[src/rtl/match_sequencer.sv]
// match_sequencer: penalty shoot-out game flow (START -> turns -> WINNER/LOSER), round and score keeping.
// Rev 1.0
`default_nettype none

module match_sequencer #(
    parameter int ROUNDS        = 5,
    parameter int RESULT_CYCLES = 65_000_000
) (
    input  logic       clk,
    input  logic       rst,
    input  logic       solo_enable,
    input  logic       left_clicked,
    input  logic       shot_done,
    input  logic       is_scored,
    output logic [2:0] screen_sel,
    output logic       player_role,
    output logic [3:0] round_idx,
    output logic [3:0] score_player,
    output logic [3:0] score_opp,
    output logic       solo_mode,
    output logic       game_over
);

    localparam int              HOLD_W    = (RESULT_CYCLES > 1) ? $clog2(RESULT_CYCLES) : 1;
    localparam logic [HOLD_W-1:0] HOLD_LOAD = HOLD_W'(RESULT_CYCLES - 1);
    localparam logic [3:0]      ROUNDS_4  = 4'(ROUNDS);

    typedef enum logic [2:0] {
        ST_START  = 3'd0,
        ST_SHOOT  = 3'd1,
        ST_KEEP   = 3'd2,
        ST_HOLD_S = 3'd3,
        ST_HOLD_K = 3'd4,
        ST_WIN    = 3'd5,
        ST_LOSE   = 3'd6
    } state_t;

    state_t            state, state_n;
    logic [HOLD_W-1:0] hold_cnt, hold_cnt_n;
    logic              btn_prev;
    logic              click;
    logic [3:0]        round_n, round_inc, score_player_n, score_opp_n;
    logic              solo_n;
    logic [2:0]        screen_n;
    logic              role_n, over_n;

    function automatic logic [3:0] sat_inc(input logic [3:0] v);
        return (v == 4'd15) ? v : v + 4'd1;
    endfunction

    always_comb begin
        state_n        = state;
        hold_cnt_n     = hold_cnt;
        round_n        = round_idx;
        score_player_n = score_player;
        score_opp_n    = score_opp;
        solo_n         = solo_mode;
        click          = left_clicked & ~btn_prev;
        round_inc      = sat_inc(round_idx);

        case (state)
            ST_START: begin
                if (click) begin
                    solo_n         = solo_enable;
                    round_n        = 4'd0;
                    score_player_n = 4'd0;
                    score_opp_n    = 4'd0;
                    state_n        = ST_SHOOT;
                end
            end
            ST_SHOOT: begin
                if (shot_done) begin
                    if (is_scored)      score_player_n = sat_inc(score_player);
                    else if (solo_mode) score_opp_n    = sat_inc(score_opp);
                    hold_cnt_n = HOLD_LOAD;
                    state_n    = ST_HOLD_S;
                end
            end
            ST_KEEP: begin
                if (shot_done) begin
                    if (is_scored) score_opp_n = sat_inc(score_opp);
                    hold_cnt_n = HOLD_LOAD;
                    state_n    = ST_HOLD_K;
                end
            end
            ST_HOLD_S, ST_HOLD_K: begin
                if (hold_cnt != '0) begin
                    hold_cnt_n = hold_cnt - HOLD_W'(1);
                end else if (state == ST_HOLD_S && !solo_mode) begin
                    state_n = ST_KEEP;
                end else begin
                    // End of round: a tie past regulation keeps going one round at a time
                    round_n = round_inc;
                    if (round_inc >= ROUNDS_4 && score_player != score_opp)
                        state_n = (score_player > score_opp) ? ST_WIN : ST_LOSE;
                    else
                        state_n = ST_SHOOT;
                end
            end
            ST_WIN, ST_LOSE: begin
                if (click) state_n = ST_START;
            end
            default: state_n = ST_START;
        endcase
    end

    always_comb begin
        screen_n = 3'd0;
        role_n   = 1'b1;
        over_n   = 1'b0;
        case (state_n)
            ST_SHOOT, ST_HOLD_S: screen_n = 3'd1;
            ST_KEEP, ST_HOLD_K: begin
                screen_n = 3'd2;
                role_n   = 1'b0;
            end
            ST_WIN: begin
                screen_n = 3'd3;
                over_n   = 1'b1;
            end
            ST_LOSE: begin
                screen_n = 3'd4;
                over_n   = 1'b1;
            end
            default: screen_n = 3'd0;
        endcase
    end

    // Previous button value resets high so a button held through reset is not a click
    always_ff @(posedge clk or negedge rst) begin
        if (!rst) begin
            state        <= ST_START;
            hold_cnt     <= '0;
            btn_prev     <= 1'b1;
            round_idx    <= 4'd0;
            score_player <= 4'd0;
            score_opp    <= 4'd0;
            solo_mode    <= 1'b0;
            screen_sel   <= 3'd0;
            player_role  <= 1'b1;
            game_over    <= 1'b0;
        end else begin
            state        <= state_n;
            hold_cnt     <= hold_cnt_n;
            btn_prev     <= left_clicked;
            round_idx    <= round_n;
            score_player <= score_player_n;
            score_opp    <= score_opp_n;
            solo_mode    <= solo_n;
            screen_sel   <= screen_n;
            player_role  <= role_n;
            game_over    <= over_n;
        end
    end

endmodule

`default_nettype wire
[config.mk]
export PLATFORM = sky130hd
export DESIGN_NAME = match_sequencer
export DESIGN_NICKNAME = d
export VERILOG_FILES = /design/src/rtl/match_sequencer.sv
export SDC_FILE = /design/constraint.sdc
export NUM_CORES = 1
export LEC_CHECK = 0
export ABC_AREA = 1
export BUFFER_PORTS_ARGS = -buffer_cell sky130_fd_sc_hd__buf_2
export CORE_ASPECT_RATIO = 0.9
export CORE_MARGIN = 5
export CORE_UTILIZATION = 28
export CTS_CLUSTER_DIAMETER = 120
export DETAILED_ROUTE_END_ITERATION = 8
export SLEW_MARGIN = 30
export SYNTH_ARGS = -nofsm -noshare
export SYNTH_HDL_FRONTEND = slang
export SYNTH_SLANG_ARGS = --single-unit
[constraint.sdc]
create_clock -name clk -period 2.1 [get_ports clk]
set_input_delay 0.315 -clock clk [delete_from_list [all_inputs] [get_ports clk]]
set_output_delay 0.315 -clock clk [all_outputs]
set_load 0.1 [all_outputs]
==> summary.md, run 1 <==
| Metric | Value |
|---|---|
| # clock sinks | `48` |
| Fillcell total | `1,081` |
| I/O Buffers | `23` |
| GRT Residual Overflow | `0` |
| Starting Density | `28.7%` |
| First-pass GRT wire length | `between 10 and 15 mm` |
| Vias in the first global route | `2,589` |
| Register area | `1220 um2` |
| Placed instance count | `561` |
| Finished Layout Cells | `571` |
| Total power | `5360 uW` |
| Core box area | `10,300 um2` |
| Peak VDD IR | `between 0.001 and 0.0015 V` |
| Violated checks | `hold timing` |
| Sum Neg Setup Slack | `0 ns` |
| Cells along the critical path | `nor2_2 -> nand2_1 -> nor2_1 -> nand4_1 -> nor2_1 -> nand2_1 -> nor2_1 -> nor2_1 -> nand3_1 -> o21ai_0` |
| Reg2Reg Depth | `10` |
| Vias per inst | `between 4 and 5` |
| Syn_nets | `~410` |
| CTS clk-pin slew, worst paths | `0.07 ns` |
| Worst Hold Class | `input port to asynchronous set/reset pin` |
| DRC viols | `0` |
| Die ar. | `12,700 um2` |
| Critical path launch point type | `flip-flop` |
| Die width | `roughly 120 um` |
| Reg2Reg Setup Slack | `0.16 ns` |
| Detail Placement HPWL | `around 5.6 mm` |
| Largest net degree at the start of global routing | `25` |
| Height of the die | `107 um` |
| Peak Freq | `514 MHz` |
| Final min period | `1.94 ns` |
| PwrDens | `about 1500 nW/um2` |
| FF+latch count, synth | `48` |
| CTS buffer count | `5` |
| Family with the most delay on the worst path | `simple AND/OR/NAND/NOR gates` |
| Crit share post-route | `92.6%` |
| Via count | `about 2,800` |
| Final hold violations | `19` |
| CP Class | `flip-flop to flip-flop` |
| Pre-CTS setup slack | `0.109 ns` |
| GRT Total Usage | `11.7%` |
| I/O Pins | `24` |
| DR WL/cell | `12.9 um` |
| Mean post-synth cell area | `7.43 um2` |
| Skew-Pair Late Insertion Delay | `roughly 0.3 ns` |
| Yosys cell types | `32` |
| Most frequent cells in the layout | `77 x nand2_1, 52 x nor2_1, 46 x inv_1` |
| Hold-fix buffers at CTS | `0` |
| Setup Skew | `0.00882 ns` |
| DRT iter0 DRCs | `118` |
| FP Rows | `35` |
| Worst Path Required | `approximately 2.3 ns` |
| Post-route cell area | `3560 um2` |
| Max H-tree Level | `2` |
| Least-Margin Pin Slew | `0.495 ns` |
| Final-stage net count | `approximately 460` |
| Top cell by count, worst path | `nor2_1` |
| DRT Pass-1 Iters | `6` |
| CTS tree | `done` |
| Max capacitance violation total | `0` |
| LEAKAGE | `about 0.0016 uW` |
| Final Setup Violations | `0` |
| Slowest stage cell, crit path | `dfrtp_1` |
| Commonest non-fill, non-tap cell in the layout | `nand2_1` |
| Yosys warnings | `0` |
| Setup repair after global routing missed its margin | `yes` |
| Slowest stage delay, CP | `0.43 ns` |
| CP max FO | `4` |
| # diodes | `0` |
| Seq/Total Area, Yosys | `around 41%` |
| Slew Limit Fails | `0` |
| Crit. End Element | `flip-flop` |
| Area of the multi-input gates | `1590 um2` |
| Root Buffer | `clkbuf_16` |
| Post-Place Cell Area | `3340 um2` |
| Initial antenna violation count | `0` |
| Gate Count Post-Synth | `398` |
| Layout cells sized above 1 | `19.7%` |
| Area Growth Syn to Fin | `20.5%` |
| Hold WS | `-0.0201 ns` |
| Slew Limit Headroom | `67.0%` |
| Mapped cell area | `2960 um2` |
| DRT antenna net count | `0` |
| Buf/Inv on CP | `0` |
| Status | `finished, violations left` |
| Reg-to-Reg Start | `hold_cnt[10]` |
| Worst endpoint data arrival time | `2.13 ns` |
| Final worst slack | `0.155 ns` |
| Placer Congestion | `approximately 0.94` |
| CTS max path bufs | `2` |
| Total wire length | `7.34 mm` |
| FF-to-FF End | `screen_sel[1]` |
-- cells by family after synthesis --
group	after synthesis	share of synthesized area, %
buffers and inverters	53	6.90
flip-flops	48	40.7
AO/OA/AOI/OAI	71	14.2
AND/OR/NAND/NOR	203	30.3
XOR/XNOR	15	4.45
adder cells (fa/ha/maj)	8	3.39
-- power by group --
group / internal, uW / total [uW] / switching [uW]
clock network: 566 / 933 / 367
logic: 805 / 2990 / 2190
registers: 1200 / 1440 / 234
total: 2570 / 5360 / 2790
-- metal layers --
metal / vias up / global-route usage [%] / wire length (um)
li1: 1413 / - / -
met1: 1280 / 16.7 / 3690
met2: 55 / 17.8 / 3160
met3: 9 / 2.79 / 382
met4: 0 / 2.78 / 105
met5: - / 0 / 0
-- stage by stage --
stage,hold WS [ns],utilization (%)
floorplan,0.0194,-
global placement,0.327,32.4
detailed placement,0.321,32.4
CTS,0.000724,34.1
global route,0.0266,34.6
finish,-0.0201,34.6
-- worst max-delay path by stage --
stage,start,end,slack (ns),cells after the start
6_report,hold_cnt[10],screen_sel[1],0.16,10
5_1_grt,hold_cnt[0],screen_sel[1],-0.06,11
4_1_cts,hold_cnt[1],hold_cnt[12],0.10,10
3_5_place_dp,hold_cnt[10],hold_cnt[22],0.11,9
3_3_place_gp,hold_cnt[1],round_idx[0],0.13,8
2_1_floorplan,round_idx[0],player_role,0.005,12
-- area by class of cell --
type                            count  area share (%)
Timing Repair Buffer               38            6.39
Clock buffer                        5            3.51
Inverter                           50            5.34
Multi-Input combinational cell    298            44.7
Clock inverter                      3            1.33
Sequential cell                    48            34.2
Tap cell                          129            4.53
-- state kept, by name, indices dropped and copies added (netlist names) --
register	count
state	3
game_over	1
round_idx	4
btn_prev	1
hold_cnt	26
score_opp	4
player_role	1
solo_mode	1
score_player	4
screen_sel	3
-- Yosys cell counts --
library cell | instances | area, um2
a21boi_0 | 1 | 7.51
a21o_1 | 1 | 7.51
a21oi_1 | 13 | 65.1
a31oi_1 | 1 | 6.26
buf_2 | 2 | 10.0
clkbuf_1 | 1 | 3.75
dfrtp_1 | 46 | 1150
dfstp_2 | 2 | 52.6
ha_1 | 8 | 100
inv_1 | 46 | 173
inv_2 | 3 | 11.3
inv_4 | 1 | 6.26
nand2_1 | 78 | 293
nand2_4 | 3 | 33.8
nand3_1 | 33 | 165
nand3b_1 | 2 | 15.0
nand4_1 | 11 | 68.8
nor2_1 | 59 | 221
nor2_2 | 1 | 6.26
nor2_4 | 1 | 11.3
nor3_1 | 12 | 60.1
nor3b_1 | 2 | 15.0
o211ai_2 | 1 | 12.5
o21ai_0 | 40 | 200
o21ai_1 | 3 | 15.0
o21ai_2 | 1 | 8.76
o21ai_4 | 1 | 16.3
o31ai_1 | 8 | 60.1
o31ai_4 | 1 | 21.3
or2_2 | 1 | 6.26
xnor2_1 | 2 | 17.5
xor2_1 | 13 | 114
-- what timing repair did --
| action | in CTS | in global routing |
|---|---|---|
| buffers inserted | 0 | 1 |
| endpoints found under the setup margin | 0 | 21 |
| resized for setup | 0 | 13 |
Power figures use the tool's default switching activity.
==> run 2, diff against run 1 <==
CORE_UTILIZATION = 35   (was 28)
GPL_TIMING_DRIVEN = 0   (was default)
SETUP_SLACK_MARGIN = 0.5   (was default)
==> run 2 against run 1 <==
Compared with the run above: the flow now finishes without violations; fmax is 1.0% higher; critical endpoint is now hold_cnt[24]; critical path type unchanged; flip-flop and latch count stayed put; core utilization is 26 points higher; sequential power hardly changed; highest routed layer unchanged.
==> summary.md, run 2 (same netlist as run 1, synthesis figures left out) <==
| Metric | Value |
|---|---|
| Status | `completed` |
| CTS buffer count | `5 (unchanged)` |
| Skew-Pair Late Insertion Delay | `0.33 ns (+0.03 ns)` |
| DR WL/cell | `17.4 um (+35%)` |
| Top reg by flops | `hold_cnt` |
| Final hold violations | `0 (-19)` |
| Final min period | `1.93 ns (-0.0197 ns)` |
| Most frequent cells in the layout | `61 x buf_4, 43 x nand2_1, 34 x inv_1` |
| Slowest stage delay, CP | `0.42 ns (about the same)` |
| CP max FO | `3 (-1)` |
| Setup Skew | `0.0217 ns (+0.0129 ns)` |
| CP Class | `flip-flop to flip-flop` |
| Number of flip-flops under the largest register name | `26 (unchanged)` |
| Slew Limit Headroom | `56.2% (-11 points)` |
| Hold WS | `0.00915 ns (+0.0292 ns)` |
| # clock sinks | `48 (unchanged)` |
| DRT antenna net count | `0 (unchanged)` |
| Max capacitance violation total | `0 (unchanged)` |
| Initial antenna violation count | `0 (unchanged)` |
| Cells along the critical path | `nor2_2 -> nand2_2 -> nor3_4 -> buf_4 -> buf_4 -> buf_4 -> buf_4 -> nand4_1 -> o21ai_2 -> a21o_1` |
| Total power | `7680 uW (+43%)` |
| Starting Density | `36.3% (+7.6 points)` |
| CTS max path bufs | `2 (unchanged)` |
| Commonest non-fill, non-tap cell in the layout | `buf_4` |
| Reg2Reg Depth | `10 (unchanged)` |
| LEAKAGE | `0.00212 uW (+35%)` |
| Total wire length | `10.7 mm (+45%)` |
| CTS tree | `done` |
| CTS clk-pin slew, worst paths | `0.11 ns (+0.04 ns)` |
| Critical path launch point type | `flip-flop` |
| Die ar. | `10,400 um2 (-18%)` |
| Largest net degree at the start of global routing | `49 (+96%)` |
| DRC viols | `0 (unchanged)` |
| Peak Freq | `519 MHz (+1.0%)` |
| Root Buffer | `clkbuf_8` |
| Placer Congestion | `0.931 (-1.1%)` |
| Setup repair after global routing missed its margin | `yes` |
| GRT Total Usage | `17.4% (+5.7 points)` |
| Die width | `107 um (-9.7%)` |
| PwrDens | `1560 nW/um2 (+3.8%)` |
| Worst Path Required | `2.37 ns (+0.09 ns)` |
| Buf/Inv on CP | `4 (+4)` |
| First-pass GRT wire length | `14.8 mm (+20%)` |
| GRT Residual Overflow | `0 (unchanged)` |
| # diodes | `0 (unchanged)` |
| Detail Placement HPWL | `5.41 mm (-3.8%)` |
| Slew Limit Fails | `0 (unchanged)` |
| Worst endpoint data arrival time | `2.20 ns (+0.07 ns)` |
| Max H-tree Level | `2 (unchanged)` |
| Top cell by count, worst path | `buf_4` |
| Layout cells sized above 1 | `56.7% (+37 points)` |
| Crit. End Element | `flip-flop` |
| DRT iter0 DRCs | `196 (+66%)` |
| Least-Margin Pin Slew | `0.658 ns (+0.163 ns)` |
| Vias in the first global route | `3,142 (+21%)` |
| Slowest stage cell, crit path | `dfrtp_1` |
| Core box area | `8150 um2 (-21%)` |
| WP depth | `10 (unchanged)` |
| Peak VDD IR | `0.00126 V (+9.0%)` |
| Hold-fix buffers at CTS | `0 (unchanged)` |
| Vias per inst | `5.34 (+11%)` |
| Final-stage net count | `528 (+16%)` |
| I/O Buffers | `23 (unchanged)` |
| DRT Pass-1 Iters | `5 (-1)` |
| Final Setup Violations | `0 (unchanged)` |
| Worst Hold Class | `input port to asynchronous set/reset pin` |
| Area Growth Syn to Fin | `66.1%` |
| Family with the most delay on the worst path | `simple AND/OR/NAND/NOR gates` |
| Crit share post-route | `91.7% (-0.94 points)` |
| Height of the die | `97.2 um (-9.6%)` |
| Via count | `3,279 (+19%)` |
| FP Rows | `31 (-11%)` |
| I/O Pins | `24 (unchanged)` |
-- run 2: cell types whose count changed in the layout (fill, tap and decap cells not counted), moves of 12 or more --
| cell | delta |
|---|---|
| nor2_4 | +13 |
| nand2_4 | +14 |
| nand2_2 | +17 |
| inv_1 | -12 |
| o21ai_0 | -30 |
| o21ai_2 | +14 |
| nor2_1 | -23 |
| o21ai_1 | +14 |
| buf_6 | +23 |
| buf_4 | +46 |
| nand2_1 | -34 |
-- run 2: area by class of cell --
cell class                 count  area [um2]
fill                         616        3240
multi-input combinational    298        2310
sequential                    48        1250
timing repair buffer         108         900
inverter                      50         200
tap                           99         124
clock buffer                   6        82.6
buffer                         3        35.0
clock inverter                 2        13.8
-- run 2: what timing repair did --
| item | in CTS | in global routing |
|---|---|---|
| gates resized for setup | 83 | 131 |
| pin swaps | 44 | 42 |
| setup endpoints to repair | 46 | 50 |
| buffers inserted | 57 | 27 |
| gates cloned | 0 | 2 |
-- run 2: per-layer routing --
metal  GRT usage (%)  routed length, um
met2            28.4               5260
met1            22.6               4450
met3            3.59                586
met4            6.39                379
met5               0                  0
-- run 2: power breakdown --
part	internal (uW)	switching, uW	total [uW]	leakage [uW]
Combinational	2190	3380	5570	0.00152
Sequential	1230	245	1470	0.000546
Clock	271	363	634	0.0000516
-- run 2: stage by stage --
| step | setup WS, ns | std cells | cell area (um2) | setup TNS (ns) | utilization (%) |
|---|---|---|---|---|---|
| after floorplan | 0.288 | 398 | 3160 | 0 | - |
| after global placement | -0.0424 | 520 | 3400 | -0.0802 | 41.7 |
| after detailed placement | -0.0587 | 520 | 3400 | -0.136 | 41.7 |
| after CTS | 0.386 | 585 | 4210 | 0 | 51.7 |
| after global routing | 0.0607 | 614 | 4910 | 0 | 60.3 |
| final | 0.175 | 614 | 4910 | 0 | 60.3 |
-- run 2: worst paths after layout --
path / from / to / slack, ns
worst min-delay path: rst / round_idx[1] / 0.009
worst max-delay path: hold_cnt[11] / hold_cnt[24] / 0.17
worst max register to register: hold_cnt[11] / hold_cnt[24] / 0.17
min in group clk: left_clicked / btn_prev / 0.10
worst min register to register: score_opp[0] / score_opp[0] / 0.59
max in group asynchronous: rst / score_player[1] / 1.59
-- run 2: worst reg2reg max path: cells and delay by family (launching register included) --
| family | cells | cell delay [ns] |
|---|---|---|
| AOI/OAI and AO/OA | 2 | 0.35 |
| buffers and inverters | 4 | 0.41 |
| DFF | 1 | 0.42 |
| and+or+nand+nor | 4 | 0.69 |
==> run 3, diff against run 2 <==
--- a/config.mk
+++ b/config.mk
@@ -13,4 +13,5 @@
 export CTS_CLUSTER_DIAMETER = 120
 export DETAILED_ROUTE_END_ITERATION = 8
+export GPL_ROUTABILITY_DRIVEN = 0
 export GPL_TIMING_DRIVEN = 0
 export SETUP_SLACK_MARGIN = 0.5
==> constraint.sdc (replaced) <==
create_clock -name clk -period 2.1 [get_ports clk]
set_input_delay 0.42 -clock clk [delete_from_list [all_inputs] [get_ports clk]]
set_output_delay 0.42 -clock clk [all_outputs]
set_load 0.1 [all_outputs]
==> run 3 against run 2 <==
Compared with the run above: sequential power about the same; first-iteration DRC count fell by 10%; sequential share of layout area rose by 0.89 points; via count decreased by 1.3%; register-to-register slack gained 0.08 ns; worst hold slack improved by 0.11 ns; die area is the same; flip-flop and latch count did not move; critical path depth unchanged; global-route usage shrank 0.10 points; setup slack improved by 0.082 ns; fmax grew 4.4%; critical path type unchanged; critical endpoint is now player_role.
==> summary.md, run 3 (same netlist as run 1, synthesis figures left out) <==
| Metric | Value |
|---|---|
| Post-route cell area | `4740 um2 (-3.4%)` |
| Cells along the critical path | `nor2_2 -> nand2_2 -> nor2_4 -> nand4_1 -> a21oi_2 -> buf_4 -> a21oi_2 -> nand3_1 -> nand2_1 -> inv_1` |
| Layout cells sized above 1 | `53.4% (-3.3 points)` |
| Area Growth Syn to Fin | `60.5%` |
| Worst Hold Class | `input port to asynchronous set/reset pin` |
| I/O Pins | `24 (unchanged)` |
| # diodes | `0 (unchanged)` |
| Least-Margin Pin Slew | `0.640 ns (-0.0179 ns)` |
| Die ar. | `10,400 um2 (unchanged)` |
| Internal Power | `3440 uW (-6.7%)` |
| Initial antenna violation count | `0 (unchanged)` |
| Max capacitance violation total | `0 (unchanged)` |
| # clock sinks | `48 (unchanged)` |
| DRT Pass-1 Iters | `4 (-1)` |
| CP max FO | `3 (unchanged)` |
| Final min period | `1.84 ns (-0.0816 ns)` |
| Die width | `107 um (unchanged)` |
| Power share of the clock group | `8.7% (+0.4 points)` |
| Combinational share of power | `70.7% (-1.8 points)` |
| Slowest stage delay, CP | `0.42 ns (about the same)` |
| Root Buffer | `clkbuf_8` |
| Peak VDD IR | `0.00100 V (-21%)` |
| Buf/Inv on CP | `2 (-2)` |
| Setup Skew | `0.0116 ns (-0.0101 ns)` |
| Top reg by flops | `hold_cnt` |
| Commonest non-fill, non-tap cell in the layout | `buf_4` |
| P_sw | `3690 uW (-7.6%)` |
| DRC viols | `0 (unchanged)` |
| Total power | `7130 uW (-7.2%)` |
| Most frequent cells in the layout | `75 x buf_4, 46 x nand2_1, 36 x inv_1` |
| Max H-tree Level | `2 (unchanged)` |
| Critical path launch point type | `flip-flop` |
| Sequential Power Share | `20.6% (+1.4 points)` |
| Final Setup Violations | `0 (unchanged)` |
| Crit. End Element | `flip-flop` |
| Starting Density | `36.3% (unchanged)` |
| FP Rows | `31 (unchanged)` |
| Crit share post-route | `87.8% (-3.9 points)` |
| Finished Layout Cells | `608 (-0.98%)` |
| Peak Freq | `542 MHz (+4.4%)` |
| Sum Neg Setup Slack | `0 ns (unchanged)` |
| Slew Limit Fails | `0 (unchanged)` |
| Hold WS | `0.123 ns (+0.114 ns)` |
| CP Class | `flip-flop to flip-flop` |
| Final hold violations | `0 (unchanged)` |
| Post-Place Cell Area | `3400 um2 (unchanged)` |
| Vias per inst | `5.32 (-0.37%)` |
| Via count | `3,235 (-1.3%)` |
| Top cell by count, worst path | `a21oi_2` |
| Largest net degree at the start of global routing | `49 (unchanged)` |
| Detail Placement HPWL | `5.41 mm (unchanged)` |
| CTS clk-pin slew, worst paths | `0.10 ns (about the same)` |
| Hold-fix buffers at CTS | `0 (unchanged)` |
| CTS buffer count | `5 (unchanged)` |
| CTS tree | `done` |
| Worst endpoint data arrival time | `2.11 ns (-0.09 ns)` |
| Number of flip-flops under the largest register name | `26 (unchanged)` |
| Core box area | `8150 um2 (unchanged)` |
| LEAKAGE | `0.00204 uW (-3.6%)` |
| GRT Total Usage | `17.3% (-0.10 points)` |
| Status | `completed` |
| Skew-Pair Late Insertion Delay | `0.31 ns (-0.02 ns)` |
| Height of the die | `97.2 um (unchanged)` |
| GRT Residual Overflow | `0 (unchanged)` |
| PwrDens | `1500 nW/um2 (-3.9%)` |
| Final-stage net count | `522 (-1.1%)` |
| CTS max path bufs | `2 (unchanged)` |
| DRT iter0 DRCs | `176 (-10%)` |
| Slew Limit Headroom | `57.3% (+1.2 points)` |
| DRT antenna net count | `0 (unchanged)` |
| Vias in the first global route | `3,098 (-1.4%)` |
| Worst Path Required | `2.37 ns (about the same)` |
| First-pass GRT wire length | `14.7 mm (-0.89%)` |
| I/O Buffers | `23 (unchanged)` |
| Setup repair after global routing missed its margin | `yes` |
| Total wire length | `9.81 mm (-8.1%)` |
| Family with the most delay on the worst path | `simple AND/OR/NAND/NOR gates` |
| DR WL/cell | `16.1 um (-7.2%)` |
| Sw Share | `51.7% (-0.22 points)` |
| Slowest stage cell, crit path | `dfrtp_1` |
| Placed instance count | `520 (unchanged)` |
==> run 3: final timing paths <==
| path | from | end | slack, ns | depth (start not counted) |
|---|---|---|---|---|
| min in group clk | left_clicked | btn_prev | 0.21 | 1 |
| max in group asynchronous | rst | score_player[1] | 1.49 | 1 |
| worst min-delay path | rst | hold_cnt[13] | 0.12 | 1 |
| worst max register to register | hold_cnt[11] | player_role | 0.26 | 10 |
| worst max-delay path | hold_cnt[11] | player_role | 0.26 | 10 |
| worst min register to register | hold_cnt[5] | hold_cnt[5] | 0.59 | 1 |
==> run 3: power groups by stage <==
stage	sequential [uW]	combinational, uW	clock, uW
after global placement	1490	2970	0
final	1470	5040	617
after floorplan	2160	1690	0
after global routing	1490	5390	660
after CTS	1460	4070	627
after detailed placement	1490	3020	0
==> run 3: stage by stage <==
stage | utilization (%) | worst slack, ns
after floorplan | - | 0.288
after global placement | 41.7 | -0.0424
after detailed placement | 41.7 | -0.0587
after CTS | 52.3 | 0.386
after global routing | 58.2 | 0.163
final | 58.2 | 0.257
==> run 3: cell type report <==
cell class                      instances  area [um2]
Multi-Input combinational cell        297        2210
Tap cell                               99         124
Timing Repair Buffer                  103         830
Inverter                               50         198
Sequential cell                        48        1250
Clock inverter                          2        13.8
Fill cell                             638        3400
Clock buffer                            6        82.6
Buffer                                  3        37.5
==> run 3: what timing repair did <==
| action | 4_1_cts | 5_1_grt |
|---|---|---|
| resized for setup | 100 | 81 |
| endpoints found under the setup margin | 57 | 45 |
| buffers inserted | 57 | 23 |
| pin swaps | 47 | 46 |
==> run 3: routing by layer <==
metal  vias up  track usage (%)  part of all wire, %
li1       1536                -                    -
met4         0             5.31                  3.3
met1      1555             22.5                   42
met2       114             28.8                   49
met5         -                0                    0
met3        30             3.46                  5.0
